## config.mk

```make
export PLATFORM = sky130hd
export DESIGN_NAME = pio_avalon_master_flat
export DESIGN_NICKNAME = d
export VERILOG_FILES = /design/src/rtl/pio_avalon_master_pkg.sv /design/src/rtl/pio_avalon_master_if.sv /design/src/rtl/pio_avalon_master_timeout.sv /design/src/rtl/pio_avalon_master.sv /design/src/flat_wrapper.sv
export SDC_FILE = /design/constraint.sdc
export NUM_CORES = 1
export LEC_CHECK = 0
export ABC_AREA = 1
export CORE_ASPECT_RATIO = 0.5
export CORE_UTILIZATION = 49
export CTS_CLUSTER_SIZE = 12
export DETAILED_ROUTE_END_ITERATION = 7
export PLACE_DENSITY_LB_ADDON = 0.25
export SLEW_MARGIN = 25
export SYNTH_ARGS = -nofsm -noshare
export SYNTH_HDL_FRONTEND = slang
export SYNTH_SLANG_ARGS = --single-unit
```

## constraint.sdc

```tcl
create_clock -name clk -period 3.22 [get_ports clk]
set_clock_uncertainty 0.05 [all_clocks]
set_input_delay 0.966 -clock clk [delete_from_list [all_inputs] [get_ports clk]]
set_output_delay 0.966 -clock clk [all_outputs]
set_load 0.02 [all_outputs]
```

## src/rtl/pio_avalon_master_pkg.sv

```systemverilog
// Shared types and constants for the PIO Avalon-MM master and related bus helpers.
package pio_avalon_pkg;
  localparam int AVM_DATA_W = 32;
  localparam int TIMEOUT_W  = 16;

  // Register word offsets of a standard PIO slave.
  localparam int REG_DATA    = 0;
  localparam int REG_DIR     = 1;
  localparam int REG_IRQMASK = 2;
  localparam int REG_EDGE    = 3;

  typedef enum logic [1:0] {
    IDLE     = 2'd0,
    ACCESS   = 2'd1,
    LAT_WAIT = 2'd2,
    RESP     = 2'd3
  } state_t;
endpackage

```

## src/rtl/pio_avalon_master_if.sv

```systemverilog
// Command/response port plus Avalon-MM initiator signals of the PIO master.
interface pio_avalon_master_if #(
  parameter int ADDR_W = 2
) ();
  import pio_avalon_pkg::*;

  logic                  cmd_valid;
  logic                  cmd_ready;
  logic                  cmd_write;
  logic [ADDR_W-1:0]     cmd_address;
  logic [AVM_DATA_W-1:0] cmd_writedata;

  logic                  rsp_valid;
  logic [AVM_DATA_W-1:0] rsp_readdata;
  logic                  rsp_timeout;
  logic [ADDR_W-1:0]     rsp_address;

  logic                  avm_chipselect;
  logic                  avm_write_n;
  logic                  avm_read_n;
  logic [ADDR_W-1:0]     avm_address;
  logic [AVM_DATA_W-1:0] avm_writedata;
  logic [AVM_DATA_W-1:0] avm_readdata;
  logic                  avm_waitrequest;

  modport master (
    input  cmd_valid, cmd_write, cmd_address, cmd_writedata,
    output cmd_ready,
    output rsp_valid, rsp_readdata, rsp_timeout, rsp_address,
    output avm_chipselect, avm_write_n, avm_read_n, avm_address, avm_writedata,
    input  avm_readdata, avm_waitrequest
  );

  modport slave (
    output cmd_valid, cmd_write, cmd_address, cmd_writedata,
    input  cmd_ready,
    input  rsp_valid, rsp_readdata, rsp_timeout, rsp_address,
    input  avm_chipselect, avm_write_n, avm_read_n, avm_address, avm_writedata,
    output avm_readdata, avm_waitrequest
  );
endinterface

```

## src/rtl/pio_avalon_master_timeout.sv

```systemverilog
// Stall-cycle counter for bus masters; expired is high while the count sits at limit.
module avm_timeout_counter #(
  parameter int W = 16
) (
  input  logic         clk,
  input  logic         reset_n,
  input  logic         clear_i,
  input  logic         en_i,
  input  logic [W-1:0] limit_i,
  output logic         expired_o
);
  logic [W-1:0] cnt_q, cnt_d;

  // Saturate at the limit so a master that ignores expired never wraps.
  always_comb begin
    cnt_d = cnt_q;
    if (clear_i)                    cnt_d = '0;
    else if (en_i && cnt_q != limit_i) cnt_d = cnt_q + W'(1);
  end

  always_ff @(posedge clk or negedge reset_n) begin
    if (!reset_n) cnt_q <= '0;
    else          cnt_q <= cnt_d;
  end

  assign expired_o = (cnt_q == limit_i);
endmodule

```

## src/rtl/pio_avalon_master.sv

```systemverilog
// Single-outstanding Avalon-MM initiator turning valid/ready commands into PIO reads/writes.
module pio_avalon_master
  import pio_avalon_pkg::*;
#(
  parameter int ADDR_W         = 2,
  parameter int READ_LATENCY   = 0,
  parameter int TIMEOUT_CYCLES = 255
) (
  input logic                 clk,
  input logic                 reset_n,
  pio_avalon_master_if.master bus
);
  localparam logic [TIMEOUT_W-1:0] TO_LIMIT = TIMEOUT_W'(TIMEOUT_CYCLES - 1);

  state_t                state_q, state_d;
  logic                  cmd_ready_q, cmd_ready_d;
  logic                  rsp_valid_q, rsp_valid_d;
  logic                  rsp_to_q, rsp_to_d;
  logic                  cs_q, cs_d;
  logic                  write_n_q, write_n_d;
  logic                  read_n_q, read_n_d;
  logic                  wr_q, wr_d;
  logic [ADDR_W-1:0]     addr_q, addr_d;
  logic [AVM_DATA_W-1:0] wdata_q, wdata_d;
  logic [AVM_DATA_W-1:0] rdata_q, rdata_d;

  logic cmd_fire, stalled, expired;

  assign cmd_fire = cmd_ready_q && bus.cmd_valid;
  assign stalled  = bus.avm_waitrequest;

  avm_timeout_counter #(.W(TIMEOUT_W)) u_timeout (
    .clk      (clk),
    .reset_n  (reset_n),
    .clear_i  (cmd_fire),
    .en_i     (state_q == ACCESS && stalled),
    .limit_i  (TO_LIMIT),
    .expired_o(expired)
  );

  always_ff @(posedge clk or negedge reset_n) begin
    if (!reset_n) state_q <= IDLE;
    else          state_q <= state_d;
  end

  always_comb begin
    state_d = state_q;
    case (state_q)
      IDLE:     if (cmd_fire) state_d = ACCESS;
      ACCESS: begin
        if (!stalled) state_d = (!wr_q && READ_LATENCY == 1) ? LAT_WAIT : RESP;
        else if (expired) state_d = RESP;
      end
      LAT_WAIT: state_d = RESP;
      RESP:     state_d = IDLE;
      default:  state_d = IDLE;
    endcase
  end

  // Every output is a register; this block only computes their next values.
  always_comb begin
    cmd_ready_d = cmd_ready_q;
    rsp_valid_d = rsp_valid_q;
    rsp_to_d    = rsp_to_q;
    cs_d        = cs_q;
    write_n_d   = write_n_q;
    read_n_d    = read_n_q;
    wr_d        = wr_q;
    addr_d      = addr_q;
    wdata_d     = wdata_q;
    rdata_d     = rdata_q;
    case (state_q)
      IDLE: begin
        if (cmd_fire) begin
          cmd_ready_d = 1'b0;
          cs_d        = 1'b1;
          write_n_d   = ~bus.cmd_write;
          read_n_d    = bus.cmd_write;
          wr_d        = bus.cmd_write;
          addr_d      = bus.cmd_address;
          wdata_d     = bus.cmd_writedata;
        end
      end
      ACCESS: begin
        if (!stalled || expired) begin
          cs_d      = 1'b0;
          write_n_d = 1'b1;
          read_n_d  = 1'b1;
        end
        if (!stalled) begin
          if (wr_q) begin
            rdata_d     = '0;
            rsp_valid_d = 1'b1;
          end else if (READ_LATENCY == 0) begin
            rdata_d     = bus.avm_readdata;
            rsp_valid_d = 1'b1;
          end
        end else if (expired) begin
          rdata_d     = '0;
          rsp_to_d    = 1'b1;
          rsp_valid_d = 1'b1;
        end
      end
      LAT_WAIT: begin
        rdata_d     = bus.avm_readdata;
        rsp_valid_d = 1'b1;
      end
      RESP: begin
        rsp_valid_d = 1'b0;
        rsp_to_d    = 1'b0;
        cmd_ready_d = 1'b1;
      end
      default: ;
    endcase
  end

  always_ff @(posedge clk or negedge reset_n) begin
    if (!reset_n) begin
      cmd_ready_q <= 1'b1;
      rsp_valid_q <= 1'b0;
      rsp_to_q    <= 1'b0;
      cs_q        <= 1'b0;
      write_n_q   <= 1'b1;
      read_n_q    <= 1'b1;
      wr_q        <= 1'b0;
      addr_q      <= '0;
      wdata_q     <= '0;
      rdata_q     <= '0;
    end else begin
      cmd_ready_q <= cmd_ready_d;
      rsp_valid_q <= rsp_valid_d;
      rsp_to_q    <= rsp_to_d;
      cs_q        <= cs_d;
      write_n_q   <= write_n_d;
      read_n_q    <= read_n_d;
      wr_q        <= wr_d;
      addr_q      <= addr_d;
      wdata_q     <= wdata_d;
      rdata_q     <= rdata_d;
    end
  end

  assign bus.cmd_ready      = cmd_ready_q;
  assign bus.rsp_valid      = rsp_valid_q;
  assign bus.rsp_timeout    = rsp_to_q;
  assign bus.rsp_readdata   = rdata_q;
  assign bus.rsp_address    = addr_q;
  assign bus.avm_chipselect = cs_q;
  assign bus.avm_write_n    = write_n_q;
  assign bus.avm_read_n     = read_n_q;
  assign bus.avm_address    = addr_q;
  assign bus.avm_writedata  = wdata_q;
endmodule

```

## src/flat_wrapper.sv

```systemverilog
// flat-port wrapper written by rule: the top's interface ports become plain ports
module pio_avalon_master_flat import pio_avalon_pkg::*;
#(
  parameter int ADDR_W         = 2,
  parameter int READ_LATENCY   = 0,
  parameter int TIMEOUT_CYCLES = 255
)
  (clk, reset_n, bus_cmd_valid, bus_cmd_write, bus_cmd_address, bus_cmd_writedata, bus_cmd_ready, bus_rsp_valid, bus_rsp_readdata, bus_rsp_timeout, bus_rsp_address, bus_avm_chipselect, bus_avm_write_n, bus_avm_read_n, bus_avm_address, bus_avm_writedata, bus_avm_readdata, bus_avm_waitrequest);
  pio_avalon_master_if #(.ADDR_W(ADDR_W)) bus_i ();
  input logic clk;
  input logic reset_n;
  input wire logic [$bits(bus_i.cmd_valid)-1:0] bus_cmd_valid;
  input wire logic [$bits(bus_i.cmd_write)-1:0] bus_cmd_write;
  input wire logic [$bits(bus_i.cmd_address)-1:0] bus_cmd_address;
  input wire logic [$bits(bus_i.cmd_writedata)-1:0] bus_cmd_writedata;
  output wire logic [$bits(bus_i.cmd_ready)-1:0] bus_cmd_ready;
  output wire logic [$bits(bus_i.rsp_valid)-1:0] bus_rsp_valid;
  output wire logic [$bits(bus_i.rsp_readdata)-1:0] bus_rsp_readdata;
  output wire logic [$bits(bus_i.rsp_timeout)-1:0] bus_rsp_timeout;
  output wire logic [$bits(bus_i.rsp_address)-1:0] bus_rsp_address;
  output wire logic [$bits(bus_i.avm_chipselect)-1:0] bus_avm_chipselect;
  output wire logic [$bits(bus_i.avm_write_n)-1:0] bus_avm_write_n;
  output wire logic [$bits(bus_i.avm_read_n)-1:0] bus_avm_read_n;
  output wire logic [$bits(bus_i.avm_address)-1:0] bus_avm_address;
  output wire logic [$bits(bus_i.avm_writedata)-1:0] bus_avm_writedata;
  input wire logic [$bits(bus_i.avm_readdata)-1:0] bus_avm_readdata;
  input wire logic [$bits(bus_i.avm_waitrequest)-1:0] bus_avm_waitrequest;
  assign bus_i.cmd_valid = bus_cmd_valid;
  assign bus_i.cmd_write = bus_cmd_write;
  assign bus_i.cmd_address = bus_cmd_address;
  assign bus_i.cmd_writedata = bus_cmd_writedata;
  assign bus_cmd_ready = bus_i.cmd_ready;
  assign bus_rsp_valid = bus_i.rsp_valid;
  assign bus_rsp_readdata = bus_i.rsp_readdata;
  assign bus_rsp_timeout = bus_i.rsp_timeout;
  assign bus_rsp_address = bus_i.rsp_address;
  assign bus_avm_chipselect = bus_i.avm_chipselect;
  assign bus_avm_write_n = bus_i.avm_write_n;
  assign bus_avm_read_n = bus_i.avm_read_n;
  assign bus_avm_address = bus_i.avm_address;
  assign bus_avm_writedata = bus_i.avm_writedata;
  assign bus_i.avm_readdata = bus_avm_readdata;
  assign bus_i.avm_waitrequest = bus_avm_waitrequest;
  pio_avalon_master #(.ADDR_W(ADDR_W), .READ_LATENCY(READ_LATENCY), .TIMEOUT_CYCLES(TIMEOUT_CYCLES)) u_core (.clk(clk), .reset_n(reset_n), .bus(bus_i));
endmodule
```

==> run_summary.xml <==
<?xml version="1.0" encoding="UTF-8"?>
<metrics>
  <group name="timing">
    <metric name="timing.setup.tns" unit="ns">0</metric>
    <metric name="rsz0062_at_grt" unit="">false</metric>
    <metric name="timing_hold_violations_final" unit="">0</metric>
    <metric name="period_share" unit="%">78.5</metric>
    <metric name="setup-violations-final" unit="">0</metric>
    <metric name="final-max-slew-violation-count" unit="">0</metric>
    <metric name="setup_slack" unit="ns">0.691</metric>
    <metric name="finalWorstPathRequiredPeriod" unit="ns">2.53</metric>
    <metric name="max_clock_freq" unit="GHz">0.395</metric>
    <metric name="max_slew_margin" unit="%">61.8</metric>
    <metric name="finalHoldWorstSlack" unit="ns">0.420</metric>
    <metric name="timing_worst_slew_pin_value" unit="ns">0.572</metric>
  </group>
  <group name="synthesis">
    <metric name="synth_area" unit="sq um">4280</metric>
    <metric name="synth.avg_cell_area" unit="sq um">8.56</metric>
    <metric name="yosysUniqueCellTypes" unit="">25</metric>
    <metric name="postSynthNetCount" unit="">579</metric>
    <metric name="ys_seq_elements" unit="">91</metric>
    <metric name="synthesis.instances" unit="">500</metric>
    <metric name="warnings_from_yosys" unit="">0</metric>
    <metric name="yosysSeqAreaShare" unit="%">53.3</metric>
  </group>
  <group name="cts">
    <metric name="hold_bufs_inserted_after_cts" unit="">0</metric>
    <metric name="post_cts.repair.setup_buffers" unit="">0</metric>
    <metric name="cts-resized-gates" unit="">0</metric>
    <metric name="clock-root-buffer" unit="">sky130_fd_sc_hd__clkbuf_16</metric>
    <metric name="cts-buffers-inserted" unit="">9</metric>
    <metric name="clock_tree.htree_level_count" unit="">3</metric>
    <metric name="ctsLongestPathBuffers" unit="">2</metric>
    <metric name="clock_latency_on_the_worst_skew_pair" unit="ns">0.34</metric>
    <metric name="cts.reportedPaths.clkPinSlew" unit="ns">0.06</metric>
    <metric name="cts_tree" unit="">yes</metric>
    <metric name="cts_sinks" unit="">91</metric>
  </group>
  <group name="critical_path">
    <metric name="regToRegStartpoint" unit="">u_core.u_timeout.cnt_q[0]</metric>
    <metric name="worstPathArrival" unit="ns">1.51</metric>
    <metric name="crit_slowest_cell" unit="">sky130_fd_sc_hd__clkdlybuf4s50_1</metric>
    <metric name="worst_ep_required_time" unit="ns">2.20</metric>
    <metric name="path_class" unit="">reg2out</metric>
    <metric name="timing.critical_path.to_type" unit="">output pin</metric>
    <metric name="ff2ff_path_depth" unit="">12</metric>
    <metric name="worst-path-max-fanout" unit="">3</metric>
    <metric name="crit_buf_inv" unit="">1</metric>
    <metric name="timing.critical_path.from_type" unit="">flip-flop</metric>
    <metric name="r2r_slack" unit="ns">1.11</metric>
    <metric name="critical_path.reg2reg.endpoint" unit="">u_core.bus.rsp_readdata[3]</metric>
    <metric name="critical_path.cell_chain" unit="">clkdlybuf4s50_1</metric>
    <metric name="timing.critical_path.slowest_cell_delay" unit="ns">0.61</metric>
    <metric name="critPathTopFamily" unit="">buffers and inverters</metric>
  </group>
  <group name="power">
    <metric name="irDropWorstVdd" unit="V">0.000554</metric>
    <metric name="pwr_density_cell" unit="nW/um^2">927</metric>
    <metric name="p_leak" unit="nW">2.91</metric>
  </group>
  <group name="placed_design">
    <metric name="dpl_cell_area" unit="sq um">5810</metric>
    <metric name="pre_cts_slack" unit="ns">0.565</metric>
    <metric name="place_hpwl" unit="microns">7260</metric>
    <metric name="globalplace.congestion" unit="">0.843</metric>
    <metric name="placement.io_buffers" unit="">144</metric>
  </group>
  <group name="cells_and_area">
    <metric name="antenna_cells" unit="">0</metric>
    <metric name="layout-area-overhead-vs-synth" unit="%">42.7</metric>
    <metric name="design.final.nets" unit="">723</metric>
    <metric name="layout.cells.most_common" unit="">sky130_fd_sc_hd__nand2_1</metric>
    <metric name="final.fill_count" unit="">647</metric>
    <metric name="final_layout_size_suffix_gt1_share" unit="%">11.7</metric>
    <metric name="ff_latch_area" unit="sq um">2280</metric>
    <metric name="most_frequent_cells_in_the_layout" unit="">245 x sky130_fd_sc_hd__nand2_1, 143 x sky130_fd_sc_hd__clkdlybuf4s50_1, 88 x sky130_fd_sc_hd__dfrtp_1, 32 x sky130_fd_sc_hd__o21ai_2, 23 x sky130_fd_sc_hd__nor2_1</metric>
    <metric name="multiInputGateArea" unit="sq um">1780</metric>
    <metric name="postLayoutCellArea" unit="sq um">6110</metric>
  </group>
  <group name="floorplanning">
    <metric name="io_pins" unit="">145</metric>
    <metric name="die_extent_in_y" unit="microns">68.1</metric>
    <metric name="initial_core_util" unit="%">52.0</metric>
    <metric name="die-area" unit="sq um">9140</metric>
    <metric name="core_area" unit="sq um">8230</metric>
    <metric name="num_rows" unit="">23</metric>
    <metric name="die_w" unit="microns">134</metric>
  </group>
  <group name="routing">
    <metric name="drt_iter0_drc" unit="">190</metric>
    <metric name="route.detailed.wl_per_inst" unit="microns">13.2</metric>
    <metric name="routed_wl" unit="microns">10000</metric>
    <metric name="remaining_drc_errors" unit="">0</metric>
    <metric name="final_antenna_net_count" unit="">0</metric>
    <metric name="drt_pass1_iterations" unit="">4</metric>
    <metric name="route.vias.total" unit="">3650</metric>
    <metric name="detail_route.vias_per_cell" unit="">4.80</metric>
  </group>
  <group name="min_path">
    <metric name="worstHoldEndpoint" unit="">u_core.bus.avm_writedata[7]</metric>
    <metric name="min-delay-path-class" unit="">reg2reg</metric>
    <metric name="min_from" unit="">u_core.bus.avm_writedata[7]</metric>
    <metric name="holdPathStages" unit="">2</metric>
  </group>
  <group name="grt">
    <metric name="global_route.usage.met1" unit="%">26.8</metric>
    <metric name="grt_start_max_net_pins" unit="">42</metric>
    <metric name="grt.met2_usage" unit="%">41.4</metric>
    <metric name="antenna_found_initial" unit="">0</metric>
    <metric name="global_route.overflow_total" unit="">0</metric>
    <metric name="grtUsageMet3" unit="%">8.22</metric>
    <metric name="global_route_wire_length_before_repair" unit="microns">16400</metric>
    <metric name="globalRoute.busiestLayer" unit="">met2</metric>
    <metric name="gr-usage-all-layers" unit="%">23.2</metric>
    <metric name="grt_pass1_vias" unit="">3572</metric>
  </group>
  <group name="outcome">
    <metric name="status" unit="">completed</metric>
  </group>
  <group name="flow_run">
    <metric name="timing.max_cap.violations" unit="">0</metric>
  </group>
</metrics>
## routing by layer
metal / part of all wire, % / wire length [microns]
met2: 50 / 4990
met4: 1.3 / 135
met1: 42 / 4180
met5: 0 / 0
met3: 7.3 / 731
## where the power goes
group / leakage, nW / switching, mW / internal (mW)
Clock: 0.146 / 0.437 / 0.625
Sequential: 1.17 / 0.245 / 1.57
Combinational: 1.59 / 1.61 / 1.18
## state kept, by name, indices dropped and copies added (netlist names)
signal and cells:
u_core.bus.avm_read_n 1, u_core.bus.rsp_readdata 32, u_core.bus.avm_writedata 32, u_core.bus.avm_address 2, u_core.u_timeout.cnt_q 16, u_core.bus.cmd_ready 1
u_core.wr_q 1, u_core.bus.avm_write_n 1, u_core.bus.rsp_timeout 1, u_core.state_q 2, u_core.bus.rsp_valid 1, u_core.bus.avm_chipselect 1
## cell usage after synthesis, drive strengths merged
cell type / number / share of area (%)
nand3: 13 / 1.5
dfrtp: 88 / 51
clkbuf: 10 / 0.88
xor2: 6 / 1.2
o21ai: 38 / 7.2
dfstp: 3 / 1.8
nor2: 26 / 2.7
buf: 10 / 2.3
a21oi: 1 / 0.12
nand4: 15 / 2.2
a22o: 1 / 0.20
o21bai: 5 / 0.88
clkinv: 3 / 0.29
ha: 8 / 2.3
inv: 19 / 1.7
nand2: 254 / 23
## how the worst max path moves through the flow
stage / start / end / cells after the start
after floorplan: bus_cmd_valid / u_core.bus.avm_address[0] / 6
after global placement: bus_avm_waitrequest / u_core.bus.rsp_readdata[28] / 8
after detailed placement: bus_avm_waitrequest / u_core.bus.rsp_readdata[3] / 8
after CTS: u_core.bus.cmd_ready / bus_cmd_ready / 1
after global routing: u_core.bus.cmd_ready / bus_cmd_ready / 1
final: u_core.bus.cmd_ready / bus_cmd_ready / 1
## layout make-up
type | instances | share of cell area [%]
inverters | 22 | 1.37
repair buffers | 153 | 24.9
clock buffers | 11 | 3.97
well taps | 112 | 2.29
flip-flops and latches | 91 | 37.3
multi-input cells | 367 | 29.2
clock inverters | 5 | 0.983
## through the flow
step | cells | power, mW | util, %
5_1_grt | 761 | 6.04 | 74.2
3_5_place_dp | 745 | 4.63 | 70.6
3_3_place_gp | 745 | 4.55 | 70.6
4_1_cts | 761 | 5.73 | 74.2
2_1_floorplan | 500 | 3.57 | -
6_report | 761 | 5.66 | 74.2
## logic make-up (layout without fill, tap and decap cells)
logic type | Yosys count | in the layout | synth area share (%)
AND/OR/NAND/NOR | 308 | 308 | 29.6
AO/OA/AOI/OAI | 45 | 45 | 8.45
flip-flops | 91 | 91 | 53.3
buffers and inverters | 42 | 191 | 5.14
adder cells (fa/ha/maj) | 8 | 8 | 2.34
XOR/XNOR | 6 | 6 | 1.23
Power figures use the tool's default switching activity.
